### config.mk
export PLATFORM = sky130hd
export DESIGN_NAME = cbc_ctl_out_flat
export DESIGN_NICKNAME = d
export VERILOG_FILES = /design/src/rtl/cbc_ctl_out_pkg.sv /design/src/rtl/cbc_ctl_out_if.sv /design/src/rtl/cbc_word_ser.sv /design/src/rtl/cbc_ctl_out.sv /design/src/flat_wrapper.sv
export SDC_FILE = /design/constraint.sdc
export NUM_CORES = 1
export LEC_CHECK = 0
export CELL_PAD_IN_SITES_DETAIL_PLACEMENT = 1
export CELL_PAD_IN_SITES_GLOBAL_PLACEMENT = 2
export CORE_MARGIN = 2
export CORE_UTILIZATION = 27
export DETAILED_ROUTE_END_ITERATION = 10
export PLACE_DENSITY_LB_ADDON = 0.1
export REMOVE_ABC_BUFFERS = 1
export SETUP_SLACK_MARGIN = 0.5
export SYNTH_ARGS = -nofsm -noshare
export SYNTH_HDL_FRONTEND = slang
export SYNTH_HIERARCHICAL = 1
export SYNTH_SLANG_ARGS = --single-unit
### constraint.sdc
create_clock -name clk -period 3.23 [get_ports clk]
set_clock_uncertainty 0.1 [all_clocks]
set_input_delay 0.8075 -clock clk [delete_from_list [all_inputs] [get_ports clk]]
set_output_delay 0.8075 -clock clk [all_outputs]
set_load 0.05 [all_outputs]
### src/rtl/cbc_ctl_out_pkg.sv
// rtl/cbc_ctl_out_pkg.sv - shared encodings for the CBC output controller
//
// Holds the FSM state encoding, the framing tags carried in the two top
// bits of every output FIFO word, and the header field layout that the
// input-side controller decodes.
package cbc_ctl_out_pkg;

    localparam int AES_BLK_W     = 128;
    localparam int WORD_W        = 32;
    localparam int WORDS_PER_BLK = AES_BLK_W / WORD_W;

    localparam logic [2:0] ST_IDLE = 3'd0;
    localparam logic [2:0] ST_HDR  = 3'd1;
    localparam logic [2:0] ST_WAIT = 3'd2;
    localparam logic [2:0] ST_SEND = 3'd3;
    localparam logic [2:0] ST_END  = 3'd4;

    localparam logic [1:0] TAG_HDR  = 2'b01;
    localparam logic [1:0] TAG_DATA = 2'b00;
    localparam logic [1:0] TAG_LAST = 2'b10;

    // Header payload: packet word count in the low bits, work mode
    // directly above it, zeros elsewhere.
    localparam int HDR_LEN_LSB = 0;

    function automatic int hdr_mode_pos(input int len_w);
        return HDR_LEN_LSB + len_w;
    endfunction

endpackage

### src/rtl/cbc_ctl_out_if.sv
// rtl/cbc_ctl_out_if.sv - signal bundle between the CBC output controller and its environment
//
// i_*  : packet control, AES core result, FIFO back-pressure (into the controller)
// o_*  : FIFO write strobe/word, block done, chaining value, busy, error
// slave  modport: the controller side
// master modport: the driving environment side
interface cbc_ctl_out_if
    import cbc_ctl_out_pkg::*;
#(
    parameter int DATA_W = 32,
    parameter int LEN_W  = 8
) ();

    logic                   i_start;
    logic                   i_mode;
    logic [LEN_W-1:0]       i_data_len;
    logic [AES_BLK_W-1:0]   i_iv;
    logic                   i_aes_valid;
    logic [AES_BLK_W-1:0]   i_aes_data;
    logic [AES_BLK_W-1:0]   i_cipher_in;
    logic                   i_full_fifo;
    logic                   o_wr_out;
    logic [DATA_W+1:0]      o_data_out;
    logic                   o_done_data;
    logic [AES_BLK_W-1:0]   o_data_chain;
    logic                   o_busy;
    logic                   o_error;

    modport slave (
        input  i_start, i_mode, i_data_len, i_iv, i_aes_valid, i_aes_data,
               i_cipher_in, i_full_fifo,
        output o_wr_out, o_data_out, o_done_data, o_data_chain, o_busy, o_error
    );

    modport master (
        output i_start, i_mode, i_data_len, i_iv, i_aes_valid, i_aes_data,
               i_cipher_in, i_full_fifo,
        input  o_wr_out, o_data_out, o_done_data, o_data_chain, o_busy, o_error
    );

endinterface

### src/rtl/cbc_word_ser.sv
// rtl/cbc_word_ser.sv - 128-bit block to 4x32-bit word serializer with stall
//
// clk, rst      : clock, synchronous active-high reset
// blk_tvalid    : load blk_tdata and restart at word 0
// blk_tdata     : 128-bit block
// active        : controller is in its send phase
// word_tready   : downstream can take a word this cycle
// word_tvalid   : a word is on offer (== active)
// word_tdata    : current word, least-significant 32 bits first
// word_tlast    : current word is the 4th of the block
module cbc_word_ser
    import cbc_ctl_out_pkg::*;
(
    input  logic                 clk,
    input  logic                 rst,
    input  logic                 blk_tvalid,
    input  logic [AES_BLK_W-1:0] blk_tdata,
    input  logic                 active,
    input  logic                 word_tready,
    output logic                 word_tvalid,
    output logic [WORD_W-1:0]    word_tdata,
    output logic                 word_tlast
);

    logic [AES_BLK_W-1:0] blk_q;
    logic [1:0]           cnt_q;

    assign word_tvalid = active;
    assign word_tlast  = (cnt_q == 2'd3);

    always_comb begin
        word_tdata = blk_q[31:0];
        case (cnt_q)
            2'd0: word_tdata = blk_q[31:0];
            2'd1: word_tdata = blk_q[63:32];
            2'd2: word_tdata = blk_q[95:64];
            2'd3: word_tdata = blk_q[127:96];
            default: word_tdata = blk_q[31:0];
        endcase
    end

    // The counter only moves on an accepted word, so a stalled word is
    // re-offered unchanged; it wraps 3->0 at the end of each block.
    always_ff @(posedge clk) begin
        if (rst) begin
            blk_q <= '0;
            cnt_q <= 2'd0;
        end else if (blk_tvalid) begin
            blk_q <= blk_tdata;
            cnt_q <= 2'd0;
        end else if (word_tvalid && word_tready) begin
            cnt_q <= cnt_q + 2'd1;
        end
    end

endmodule

### src/rtl/cbc_ctl_out.sv
// rtl/cbc_ctl_out.sv - CBC output controller: frames AES results into the output FIFO
//
// clk : clock, all state changes on the rising edge
// rst : synchronous active-high reset
// bus : cbc_ctl_out_if.slave
//       i_start/i_mode/i_data_len/i_iv open a packet; i_aes_valid/i_aes_data
//       deliver a block; i_cipher_in is the decrypt chaining source;
//       i_full_fifo stalls writes. o_wr_out/o_data_out write framed words
//       {tag, payload}; o_done_data marks the 4th word of a block;
//       o_data_chain is the next chaining value; o_busy, sticky o_error.
module cbc_ctl_out
    import cbc_ctl_out_pkg::*;
#(
    parameter int DATA_W = 32,
    parameter int LEN_W  = 8
) (
    input  logic clk,
    input  logic rst,
    cbc_ctl_out_if.slave bus
);

    localparam int              MODE_POS = hdr_mode_pos(LEN_W);
    localparam logic [LEN_W-3:0] BLK_ONE = {{(LEN_W-3){1'b0}}, 1'b1};

    logic [2:0]            state;
    logic                  mode_q;
    logic [LEN_W-1:0]      len_q;
    logic [LEN_W-3:0]      last_blk_q;
    logic [LEN_W-3:0]      blk_cnt;
    logic [AES_BLK_W-1:0]  chain_q;
    logic                  error_q;

    logic                  start_ok;
    logic                  capture;
    logic [AES_BLK_W-1:0]  out_blk;
    logic                  fifo_ready;
    logic                  hdr_wr;
    logic                  ser_tvalid;
    logic [WORD_W-1:0]     ser_tdata;
    logic                  ser_tlast;
    logic                  ser_wr;
    logic                  last_blk;
    logic [DATA_W-1:0]     payload;
    logic [DATA_W+1:0]     data_out;

    assign start_ok = bus.i_start && (bus.i_data_len != '0)
                      && (bus.i_data_len[1:0] == 2'b00);
    assign capture  = (state == ST_WAIT) && bus.i_aes_valid;

    // Decrypt un-chains against the value held before this capture edge.
    assign out_blk  = mode_q ? bus.i_aes_data : (bus.i_aes_data ^ chain_q);

    // Reset masks writes in the very cycle it is asserted.
    assign fifo_ready = !bus.i_full_fifo && !rst;
    assign hdr_wr     = (state == ST_HDR) && fifo_ready;
    assign ser_wr     = ser_tvalid && fifo_ready;
    assign last_blk   = (blk_cnt == last_blk_q);

    cbc_word_ser u_ser (
        .clk         (clk),
        .rst         (rst),
        .blk_tvalid  (capture),
        .blk_tdata   (out_blk),
        .active      (state == ST_SEND),
        .word_tready (fifo_ready),
        .word_tvalid (ser_tvalid),
        .word_tdata  (ser_tdata),
        .word_tlast  (ser_tlast)
    );

    always_comb begin
        payload  = '0;
        data_out = '0;
        if (hdr_wr) begin
            payload[HDR_LEN_LSB +: LEN_W] = len_q;
            payload[MODE_POS]             = mode_q;
            data_out = {TAG_HDR, payload};
        end else if (ser_wr) begin
            payload[WORD_W-1:0] = ser_tdata;
            data_out = {(last_blk && ser_tlast) ? TAG_LAST : TAG_DATA, payload};
        end
    end

    assign bus.o_wr_out     = hdr_wr || ser_wr;
    assign bus.o_data_out   = data_out;
    assign bus.o_done_data  = ser_wr && ser_tlast;
    assign bus.o_data_chain = chain_q;
    assign bus.o_busy       = (state != ST_IDLE);
    assign bus.o_error      = error_q;

    always_ff @(posedge clk) begin
        if (rst) begin
            state      <= ST_IDLE;
            mode_q     <= 1'b0;
            len_q      <= '0;
            last_blk_q <= '0;
            blk_cnt    <= '0;
            chain_q    <= '0;
            error_q    <= 1'b0;
        end else begin
            case (state)
                ST_IDLE: begin
                    if (bus.i_start) begin
                        if (start_ok) begin
                            mode_q     <= bus.i_mode;
                            len_q      <= bus.i_data_len;
                            last_blk_q <= bus.i_data_len[LEN_W-1:2] - BLK_ONE;
                            blk_cnt    <= '0;
                            chain_q    <= bus.i_iv;
                            error_q    <= 1'b0;
                            state      <= ST_HDR;
                        end else begin
                            error_q <= 1'b1;
                        end
                    end
                end
                ST_HDR: begin
                    if (fifo_ready) state <= ST_WAIT;
                end
                ST_WAIT: begin
                    if (bus.i_aes_valid) begin
                        chain_q <= mode_q ? bus.i_aes_data : bus.i_cipher_in;
                        state   <= ST_SEND;
                    end
                end
                ST_SEND: begin
                    if (ser_wr && ser_tlast) begin
                        blk_cnt <= blk_cnt + BLK_ONE;
                        state   <= last_blk ? ST_END : ST_WAIT;
                    end
                end
                ST_END: begin
                    state <= ST_IDLE;
                end
                default: begin
                    state <= ST_IDLE;
                end
            endcase

            // Protocol violations are ignored apart from raising the flag.
            if (bus.i_start && (state != ST_IDLE)) error_q <= 1'b1;
            if (bus.i_aes_valid && (state != ST_WAIT)) error_q <= 1'b1;
        end
    end

endmodule

### src/flat_wrapper.sv
// flat-port wrapper written by rule: the top's interface ports become plain ports
module cbc_ctl_out_flat import cbc_ctl_out_pkg::*;
#(
    parameter int DATA_W = 32,
    parameter int LEN_W  = 8
)
  (clk, rst, bus_i_start, bus_i_mode, bus_i_data_len, bus_i_iv, bus_i_aes_valid, bus_i_aes_data, bus_i_cipher_in, bus_i_full_fifo, bus_o_wr_out, bus_o_data_out, bus_o_done_data, bus_o_data_chain, bus_o_busy, bus_o_error);
  cbc_ctl_out_if #(.DATA_W(DATA_W), .LEN_W(LEN_W)) bus_i ();
  input  logic clk;
  input  logic rst;
  input wire logic [$bits(bus_i.i_start)-1:0] bus_i_start;
  input wire logic [$bits(bus_i.i_mode)-1:0] bus_i_mode;
  input wire logic [$bits(bus_i.i_data_len)-1:0] bus_i_data_len;
  input wire logic [$bits(bus_i.i_iv)-1:0] bus_i_iv;
  input wire logic [$bits(bus_i.i_aes_valid)-1:0] bus_i_aes_valid;
  input wire logic [$bits(bus_i.i_aes_data)-1:0] bus_i_aes_data;
  input wire logic [$bits(bus_i.i_cipher_in)-1:0] bus_i_cipher_in;
  input wire logic [$bits(bus_i.i_full_fifo)-1:0] bus_i_full_fifo;
  output wire logic [$bits(bus_i.o_wr_out)-1:0] bus_o_wr_out;
  output wire logic [$bits(bus_i.o_data_out)-1:0] bus_o_data_out;
  output wire logic [$bits(bus_i.o_done_data)-1:0] bus_o_done_data;
  output wire logic [$bits(bus_i.o_data_chain)-1:0] bus_o_data_chain;
  output wire logic [$bits(bus_i.o_busy)-1:0] bus_o_busy;
  output wire logic [$bits(bus_i.o_error)-1:0] bus_o_error;
  assign bus_i.i_start = bus_i_start;
  assign bus_i.i_mode = bus_i_mode;
  assign bus_i.i_data_len = bus_i_data_len;
  assign bus_i.i_iv = bus_i_iv;
  assign bus_i.i_aes_valid = bus_i_aes_valid;
  assign bus_i.i_aes_data = bus_i_aes_data;
  assign bus_i.i_cipher_in = bus_i_cipher_in;
  assign bus_i.i_full_fifo = bus_i_full_fifo;
  assign bus_o_wr_out = bus_i.o_wr_out;
  assign bus_o_data_out = bus_i.o_data_out;
  assign bus_o_done_data = bus_i.o_done_data;
  assign bus_o_data_chain = bus_i.o_data_chain;
  assign bus_o_busy = bus_i.o_busy;
  assign bus_o_error = bus_i.o_error;
  cbc_ctl_out #(.DATA_W(DATA_W), .LEN_W(LEN_W)) u_core (.clk(clk), .rst(rst), .bus(bus_i));
endmodule
==> results of run 1 <==
[stage by stage]
stage / instance area [um^2] / setup WS [ns] / total power [W] / hold slack, ns
global route: 25700 / -0.165 / 0.0104 / 0.378
global placement: 23200 / -0.00948 / 0.00563 / 0.359
CTS: 25200 / -0.103 / 0.0101 / 0.361
detailed placement: 23200 / -0.0130 / 0.00564 / 0.353
finish: 25700 / -0.0624 / 0.00999 / 0.360
floorplan: 15400 / -15.31 / 0.00463 / 0.331
[Yosys cell counts (all sizes together) (6+ instances only)]
master	instances	area share, %
nand2b	133	5.1
nor2	141	3.2
inv	38	0.87
ha	6	0.46
a22o	9	0.48
nand2	148	3.4
a21oi	141	4.3
a222oi	32	1.9
and2	23	0.87
xor2	6	0.32
xnor2	134	7.1
clkbuf	106	2.4
buf	80	3.9
nor3	7	0.21
o221ai	128	7.6
nand3	133	4.0
mux2i	288	17
dfxtp	283	34
[layer usage]
layer	share of wire (%)	up-vias	global-route usage, %
li1	-	7686	-
met1	43	8086	29.4
met2	49	443	40.1
met3	5.6	92	4.89
met4	1.8	12	5.70
met5	0.099	-	0
[where the power goes]
part	leakage (nW)	internal, W	switching (W)	total [W]
combinational	5.66	0.000914	0.00100	0.00192
sequential	2.30	0.00359	0.0000821	0.00367
clock	0.640	0.00269	0.00171	0.00440
total	8.60	0.00720	0.00280	0.00999
[registers in the layout, indices dropped and copies added, names as in the netlist]
| name | count |
|---|---|
| u_core/bus.o_data_chain | 128 |
| u_core/u_ser/blk_q | 128 |
| u_core/len_q | 8 |
| u_core/blk_cnt | 6 |
| u_core/last_blk_q | 6 |
| u_core/state | 3 |
| u_core/u_ser/cnt_q | 2 |
| u_core/bus.o_error | 1 |
| u_core/mode_q | 1 |
[repair_timing]
| item | in CTS | in global routing |
|---|---|---|
| endpoints found under the hold margin | 0 | 0 |
| setup endpoints to repair | 63 | 97 |
| gates cloned | 5 | 2 |
| pin swaps | 49 | 37 |
| setup buffers | 34 | 8 |
| gates resized for setup | 126 | 89 |
| hold buffers | 0 | 0 |
[worst reg2reg max path: stages (launching register included)]
cell                       delay (ns)
sky130_fd_sc_hd__dfxtp_4         0.35
sky130_fd_sc_hd__buf_4           0.13
sky130_fd_sc_hd__buf_4           0.14
sky130_fd_sc_hd__nor3b_4         0.24
sky130_fd_sc_hd__buf_4           0.35
sky130_fd_sc_hd__buf_4           0.64
sky130_fd_sc_hd__nand2_1         0.21
sky130_fd_sc_hd__o221ai_4        0.12
sky130_fd_sc_hd__a21oi_1         0.10
[cell type report]
cell class | instances | area share (%)
timing repair buffer | 667 | 28.8
multi-input combinational | 1365 | 39.6
inverter | 38 | 0.595
sequential | 283 | 22.2
clock buffer | 55 | 4.46
antenna | 2 | 0.0195
clock inverter | 11 | 0.521
tap | 782 | 3.81
[final timing paths]
| kind | end | slack, ns | depth (start not counted) |
|---|---|---|---|
| min | u_core/len_q[7] | 0.36 | 2 |
| max | bus_o_data_out[16] | -0.06 | 8 |
| max reg2reg | u_core/bus.o_data_chain[71] | 0.69 | 8 |
| min reg2reg | u_core/len_q[7] | 0.36 | 2 |
[logic make-up after synthesis]
logic type,Yosys count,synth area share (%)
AOI/OAI and AO/OA,326,15.3
xor gates and xnor gates,140,7.44
adders and majority gates,6,0.456
buffers and inverters,224,7.17
DFF,283,34.4
muxes,289,17.6
and+or+nand+nor,604,17.7
==> results.txt, run 1 <==
----------------------------------------------------
[Synth]
  Synth async-reset ratio ... 0%
  Seq/Total Area, Yosys ... 34.4%
  Syn. warnings ... 6
  Number of flops mapped to enable cells by yosys ... 0
  Netlist Area Pre-Place ... 16,500 um^2
  FF+latch count, synth ... 283
  Number of distinct library cells after synthesis ... 50
  Post-Synthesis Cells ... 1,872
  Post-Syn Area per Cell ... 8.80 um^2
  Primary flip-flop cell chosen by synthesis mapping ... sky130_fd_sc_hd__dfxtp_1

[Placement]
  HPWL reported at the end of detailed placement ... 51.0 mm
  Number of instances in the placed design ... 3,086
  RePlAce Congestion ... 0.834
  Number of I/O port buffers ... 563

[Timing]
  Hold Vio Cnt, Final ... 0
  Count of pins over their slew limit ... 0
  Sum of negative setup slack ... -0.350 ns
  Worst Setup Slack, final ... -0.0624 ns
  Unrepaired setup endpoints after global routing ... yes
  Worst Tran Pin Value ... 1.20 ns
  Final period demand of the worst path ... 3.29 ns
  Count of final setup violators ... 11
  Maximum frequency from static timing analysis ... 304 MHz
  Tightest slew margin relative to the limit ... 19.8%
  Final cycle utilization of the critical path ... 102%

[Drt]
  Routed Antenna Nets ... 0
  Total wire length after detailed routing ... 76.5 mm
  Number of DRC markers after the initial detailed-route iteration ... 841
  Average wire length per cell after detail routing ... 23.9 um
  Overall via count from detail_route ... 16,300
  Post-route DRC violation count ... 0
  Drt pass-1 iters ... 6
  Vias per cell ... 5.09

[Global routing]
  Vias in the first global route ... 17,300
  Gr ovfl total ... 0
  Antenna violations before repair ... 8
  Global routing usage summed across all routing layers ... 23.2%
  Pin count of the biggest net entering global routing ... 191
  Wire length of the first global-routing pass ... 112 mm

[Finish]
  Share of the core filled with cells ... 42.5%
  Commonest non-fill, non-tap cell in the layout ... sky130_fd_sc_hd__clkdlybuf4s50_1
  Most frequent cells in the layout ... 480 x sky130_fd_sc_hd__clkdlybuf4s50_1, 277 x sky130_fd_sc_hd__dfxtp_1, 271 x sky130_fd_sc_hd__mux2i_1, 146 x sky130_fd_sc_hd__nand2_1, 139 x sky130_fd_sc_hd__nor2_1
  # nets final ... 2,796
  Number of inserted filler cells in the final layout ... 6,808
  Area overhead of the layout relative to synthesis ... 55.8%
  Footprint of the flip-flops and latches ... 5690 um^2
  Share of cells above drive strength 1 ... 14.2%
  Filler-free cell count of the finished design ... 3,203
  Total area of multi-input combinational cells ... 10,200 um^2

[Die]
  DIE HEIGHT ... 251 um
  Initial Utilization ... 27.3%
  Standard-cell rows ... 90
  Die Area ... 63,000 um^2
  Io pins ... 564
  Die W ... 251 um
  Placeable core region ... 60,400 um^2

[Setup path]
  R2r startpoint ... u_core/state[2]
  Largest delay contributor family on the critical path ... buffers and inverters
  Most numerous cell on the critical path ... sky130_fd_sc_hd__buf_12
  Endpoint required time on the critical path ... 2.32 ns
  CP startpoint kind ... register
  WP data arrival ... 2.38 ns
  Slowest stage cell, crit path ... sky130_fd_sc_hd__a222oi_1
  CP Buf/Inv Count ... 4
  Worst-path maximum fanout ... 7
  Critical path startpoint ... u_core/u_ser/cnt_q[1]
  Critical path, cell by cell ... buf_6 -> ha_4 -> buf_12 -> a222oi_1 -> buf_4 -> mux2i_1 -> and2_4 -> buf_12
  Critical path class ... reg -> out
  CP peak stage delay ... 0.39 ns
  Kind of capture point of the worst setup path ... output pin

[Hold path]
  Worst hold path type ... reg -> reg
  Origin of the worst min-delay path ... u_core/len_q[7]

[Pwr]
  Maximum vdd ir drop ... 0.000289 V
  Lkg Pwr ... 8.60 nW
  Power density cells ... 389 nW/um^2

[Clock tree]
  Clock tree from TritonCTS ... built
  Clk Tree Root Cell ... sky130_fd_sc_hd__clkbuf_16
  Inserted Clock Buffers ... 37
  Number of levels in the clock H-tree ... 2
  Clock latency on the worst-skew pair ... 0.56 ns
  Number of buffers on the longest clock path ... 3
  Clk pin slew, worst setup/hold paths ... 0.06 ns
  # clock sinks ... 283

[Run]
  Maximum Capacitance Violations ... 0

[Status]
  Violations in the final reports ... setup timing
  Run status ... finished with violations

----------------------------------------------------
(Power assumes the default switching activity.)
==> inputs of run 2 (changes only) <==
--- a/config.mk
+++ b/config.mk
@@ -10,6 +10,7 @@
 export CORE_MARGIN = 2
 export CORE_UTILIZATION = 27
 export DETAILED_ROUTE_END_ITERATION = 10
+export GPL_ROUTABILITY_DRIVEN = 1
 export PLACE_DENSITY_LB_ADDON = 0.1
 export REMOVE_ABC_BUFFERS = 1
 export SETUP_SLACK_MARGIN = 0.5
==> results of run 2 <==
No change in the layout: final DEF, timing and power equal those of run 1.
==> inputs of run 3 (changes only) <==
--- a/config.mk
+++ b/config.mk
@@ -5,10 +5,11 @@
 export SDC_FILE = /design/constraint.sdc
 export NUM_CORES = 1
 export LEC_CHECK = 0
+export ABC_AREA = 1
 export CELL_PAD_IN_SITES_DETAIL_PLACEMENT = 1
 export CELL_PAD_IN_SITES_GLOBAL_PLACEMENT = 2
 export CORE_MARGIN = 2
-export CORE_UTILIZATION = 27
+export CORE_UTILIZATION = 23
 export DETAILED_ROUTE_END_ITERATION = 10
 export GPL_ROUTABILITY_DRIVEN = 1
 export PLACE_DENSITY_LB_ADDON = 0.1
==> results.txt, run 3 <==
----------------------------------------------------
[Synth]
  FF+latch count, synth ... 283 (unchanged)
  Primary flip-flop cell chosen by synthesis mapping ... sky130_fd_sc_hd__dfxtp_1
  Number of distinct library cells after synthesis ... 27 (-46%)
  Library cell with the highest instance count after synthesis ... sky130_fd_sc_hd__nand2_1
  Netlist Area Pre-Place ... 16,900 um^2 (+2.8%)
  Number of flops mapped to enable cells by yosys ... 0 (unchanged)
  Post-Syn Area per Cell ... 5.82 um^2 (-34%)
  Ranking of synthesized cells by instance count ... 1,487 x sky130_fd_sc_hd__nand2_1, 407 x sky130_fd_sc_hd__a21oi_1, 283 x sky130_fd_sc_hd__dfxtp_1
  Post-synthesis cell type with the largest combined area ... sky130_fd_sc_hd__dfxtp_1
  Seq/Total Area, Yosys ... 33.4% (-0.95 points)
  Post-Synthesis Cells ... 2,914 (+56%)
  Synth async-reset ratio ... 0% (unchanged)
  Top cell type's share of synthesized area ... 33.4% (-0.95 points)
  Syn. warnings ... 6 (unchanged)
  Largest cells by area after synthesis ... sky130_fd_sc_hd__dfxtp_1 33%, sky130_fd_sc_hd__nand2_1 33%, sky130_fd_sc_hd__a21oi_1 12%

[Setup path]
  CP Buf/Inv Count ... 3 (-1)
  CP peak stage delay ... 0.40 ns (about the same)
  CP startpoint kind ... register
  Kind of capture point of the worst setup path ... output pin
  Endpoint required time on the critical path ... 2.32 ns (about the same)
  Flop-to-flop setup slack ... 0.93 ns (+0.24 ns)
  Critical path class ... reg -> out
  WP data arrival ... 2.25 ns (-0.13 ns)
  Largest delay contributor family on the critical path ... simple AND/OR/NAND/NOR gates
  Most numerous cell on the critical path ... sky130_fd_sc_hd__buf_6
  Slowest stage cell, crit path ... sky130_fd_sc_hd__dfxtp_4
  Critical path, cell by cell ... buf_6 -> ha_4 -> buf_12 -> nand2_2 -> nand2_1 -> nor2_1 -> nor2_2 -> nand3_1 -> o21ai_1 -> buf_6
  Worst-path maximum fanout ... 5 (-2)

[Drt]
  Vias per cell ... 4.75 (-6.8%)
  Overall via count from detail_route ... 20,900 (+28%)
  Average wire length per cell after detail routing ... 20.2 um (-15%)
  Total wire length after detailed routing ... 88.8 mm (+16%)
  Routed Antenna Nets ... 0 (unchanged)
  Drt pass-1 iters ... 5 (-1)
  Number of DRC markers after the initial detailed-route iteration ... 884 (+5.1%)
  Post-route DRC violation count ... 0 (unchanged)

[Timing]
  Tightest slew margin relative to the limit ... 32.9% (+13 points)
  Count of pins over their slew limit ... 0 (unchanged)
  Count of final setup violators ... 0 (-11)
  Maximum frequency from static timing analysis ... 316 MHz (+4.1%)
  Final cycle utilization of the critical path ... 97.9% (-4.0 points)
  Final period demand of the worst path ... 3.16 ns (-0.131 ns)
  Sum of negative setup slack ... 0 ns (+0.350 ns)
  Worst Tran Pin Value ... 1.01 ns (-0.195 ns)
  Unrepaired setup endpoints after global routing ... yes
  Hold Vio Cnt, Final ... 0 (unchanged)

[Pwr]
  Comb power frac ... 18.8% (-0.4 points)
  Clk pwr share ... 44.1% (about the same)
  Power density cells ... 376 nW/um^2 (-3.3%)
  Switching part of the total ... 29.5% (+1.5 points)
  Maximum vdd ir drop ... 0.000290 V (+0.23%)
  Cell internal power dissipation ... 0.00686 W (-4.7%)
  Total net switching power ... 0.00287 W (+2.8%)
  Lkg Pwr ... 11.4 nW (+32%)
  Sequential share of power ... 37.1% (+0.3 points)

[Finish]
  Area overhead of the layout relative to synthesis ... 52.7%
  Share of cells above drive strength 1 ... 9.56% (-4.7 points)
  Commonest non-fill, non-tap cell in the layout ... sky130_fd_sc_hd__nand2_1
  Number of inserted filler cells in the final layout ... 9,207 (+35%)
  # nets final ... 3,812 (+36%)
  Most frequent cells in the layout ... 1,455 x sky130_fd_sc_hd__nand2_1, 424 x sky130_fd_sc_hd__clkdlybuf4s50_1, 407 x sky130_fd_sc_hd__a21oi_1, 279 x sky130_fd_sc_hd__dfxtp_1, 143 x sky130_fd_sc_hd__o21ai_0
  Filler-free cell count of the finished design ... 4,397 (+37%)

[Die]
  Die W ... 275 um (+9.7%)
  Standard-cell rows ... 99 (+10%)
  Io pins ... 564 (unchanged)
  DIE HEIGHT ... 275 um (+9.7%)
  Die Area ... 75,900 um^2 (+20%)
  Placeable core region ... 73,000 um^2 (+21%)
  Initial Utilization ... 23.2% (-4.1 points)

[Hold path]
  Worst hold path type ... reg -> reg

[Clock tree]
  Number of buffers inserted by hold repair at cts ... 0 (unchanged)
  Clk Tree Root Cell ... sky130_fd_sc_hd__clkbuf_16
  # clock sinks ... 283 (unchanged)
  Clock tree from TritonCTS ... built
  Number of buffers on the longest clock path ... 3 (unchanged)
  Inserted Clock Buffers ... 40 (+8.1%)
  Clk pin slew, worst setup/hold paths ... 0.06 ns (about the same)
  Clock latency on the worst-skew pair ... 0.56 ns (about the same)
  Number of levels in the clock H-tree ... 2 (unchanged)

[Global routing]
  Gr ovfl total ... 0 (unchanged)
  Global routing usage summed across all routing layers ... 22.5% (-0.69 points)
  Wire length of the first global-routing pass ... 131 mm (+17%)
  Vias in the first global route ... 21,700 (+26%)
  Antenna violations before repair ... 8 (unchanged)
  Pin count of the biggest net entering global routing ... 157 (-18%)

[Status]
  Run status ... finished clean

[Placement]
  RePlAce Congestion ... 0.791 (-5.2%)
  Number of I/O port buffers ... 563 (unchanged)
  Number of instances in the placed design ... 4,289 (+39%)
  HPWL reported at the end of detailed placement ... 60.2 mm (+18%)

[Run]
  Maximum Capacitance Violations ... 0 (unchanged)

----------------------------------------------------
## run 3: power by group through the flow
stage | Clock [W] | Combinational (W) | Sequential (W)
2_1_floorplan | 0 | 0.000621 | 0.00387
3_3_place_gp | 0 | 0.00183 | 0.00368
3_5_place_dp | 0 | 0.00185 | 0.00369
4_1_cts | 0.00445 | 0.00185 | 0.00361
5_1_grt | 0.00459 | 0.00200 | 0.00362
6_report | 0.00429 | 0.00183 | 0.00361
## run 3: layout make-up
| cell class | count | area [um^2] | share of cell area, % |
|---|---|---|---|
| Antenna cell | 6 | 15.0 | 0.0580 |
| Clock buffer | 59 | 1150 | 4.46 |
| Clock inverter | 7 | 63.8 | 0.247 |
| Inverter | 73 | 312 | 1.20 |
| Multi-Input combinational cell | 2364 | 10400 | 40.3 |
| Sequential cell | 283 | 5680 | 21.9 |
| Tap cell | 959 | 1200 | 4.64 |
| Timing Repair Buffer | 644 | 6990 | 27.0 |
| Timing Repair inverter | 2 | 25.0 | 0.0967 |
## run 3: tightest hold or removal path, stage by stage (launching register included)
cell and delay (ns):
sky130_fd_sc_hd__dfxtp_1 0.31, sky130_fd_sc_hd__nand2_1 0.06, sky130_fd_sc_hd__a21oi_1 0.05
## run 3: timing repair
item	CTS	global route
pin swaps	28	75
resized for setup	188	170
cloned	6	3
buffers inserted	23	4
setup endpoints to repair	98	75
## run 3: logic make-up (layout without fill, tap and decap cells)
logic type / after synthesis / after routing / synth area share [%]
AOI/OAI and AO/OA: 562 / 562 / 16.6
xor gates and xnor gates: 3 / 3 / 0.155
adders and majority gates: 6 / 6 / 0.443
buffers and inverters: 267 / 785 / 8.20
DFF: 283 / 283 / 33.4
other: 0 / 6 / 0
and+or+nand+nor: 1793 / 1793 / 41.1
## run 3: metrics by stage
stage | utilization [%] | total power (W) | hold WS, ns | instance area [um^2] | worst slack [ns]
after CTS | 34.6 | 0.00991 | 0.361 | 25300 | 0.103
after floorplan | - | 0.00449 | 0.325 | 15800 | -8.00
after global routing | 35.5 | 0.0102 | 0.380 | 25900 | 0.0272
after detailed placement | 31.9 | 0.00554 | 0.353 | 23300 | -0.145
after global placement | 31.9 | 0.00551 | 0.348 | 23300 | -0.0825
final | 35.5 | 0.00973 | 0.362 | 25900 | 0.0682
## run 3: worst paths after layout
check / start / endpoint / cells past startpoint
setup / recovery: u_core/u_ser/cnt_q[0] / bus_o_data_out[8] / 10
hold / removal: u_core/u_ser/blk_q[83] / u_core/u_ser/blk_q[83] / 2
setup reg to reg: u_core/state[2] / u_core/bus.o_data_chain[69] / 10
hold reg to reg: u_core/u_ser/blk_q[83] / u_core/u_ser/blk_q[83] / 2
## run 3: routing by layer
metal / vias up / part of all wire (%) / GRT usage, %
met5: - / 0.050 / 0
met4: 6 / 3.0 / 7.44
met3: 129 / 5.1 / 4.27
met2: 442 / 49 / 39.7
met1: 10000 / 43 / 27.4
li1: 10300 / - / -
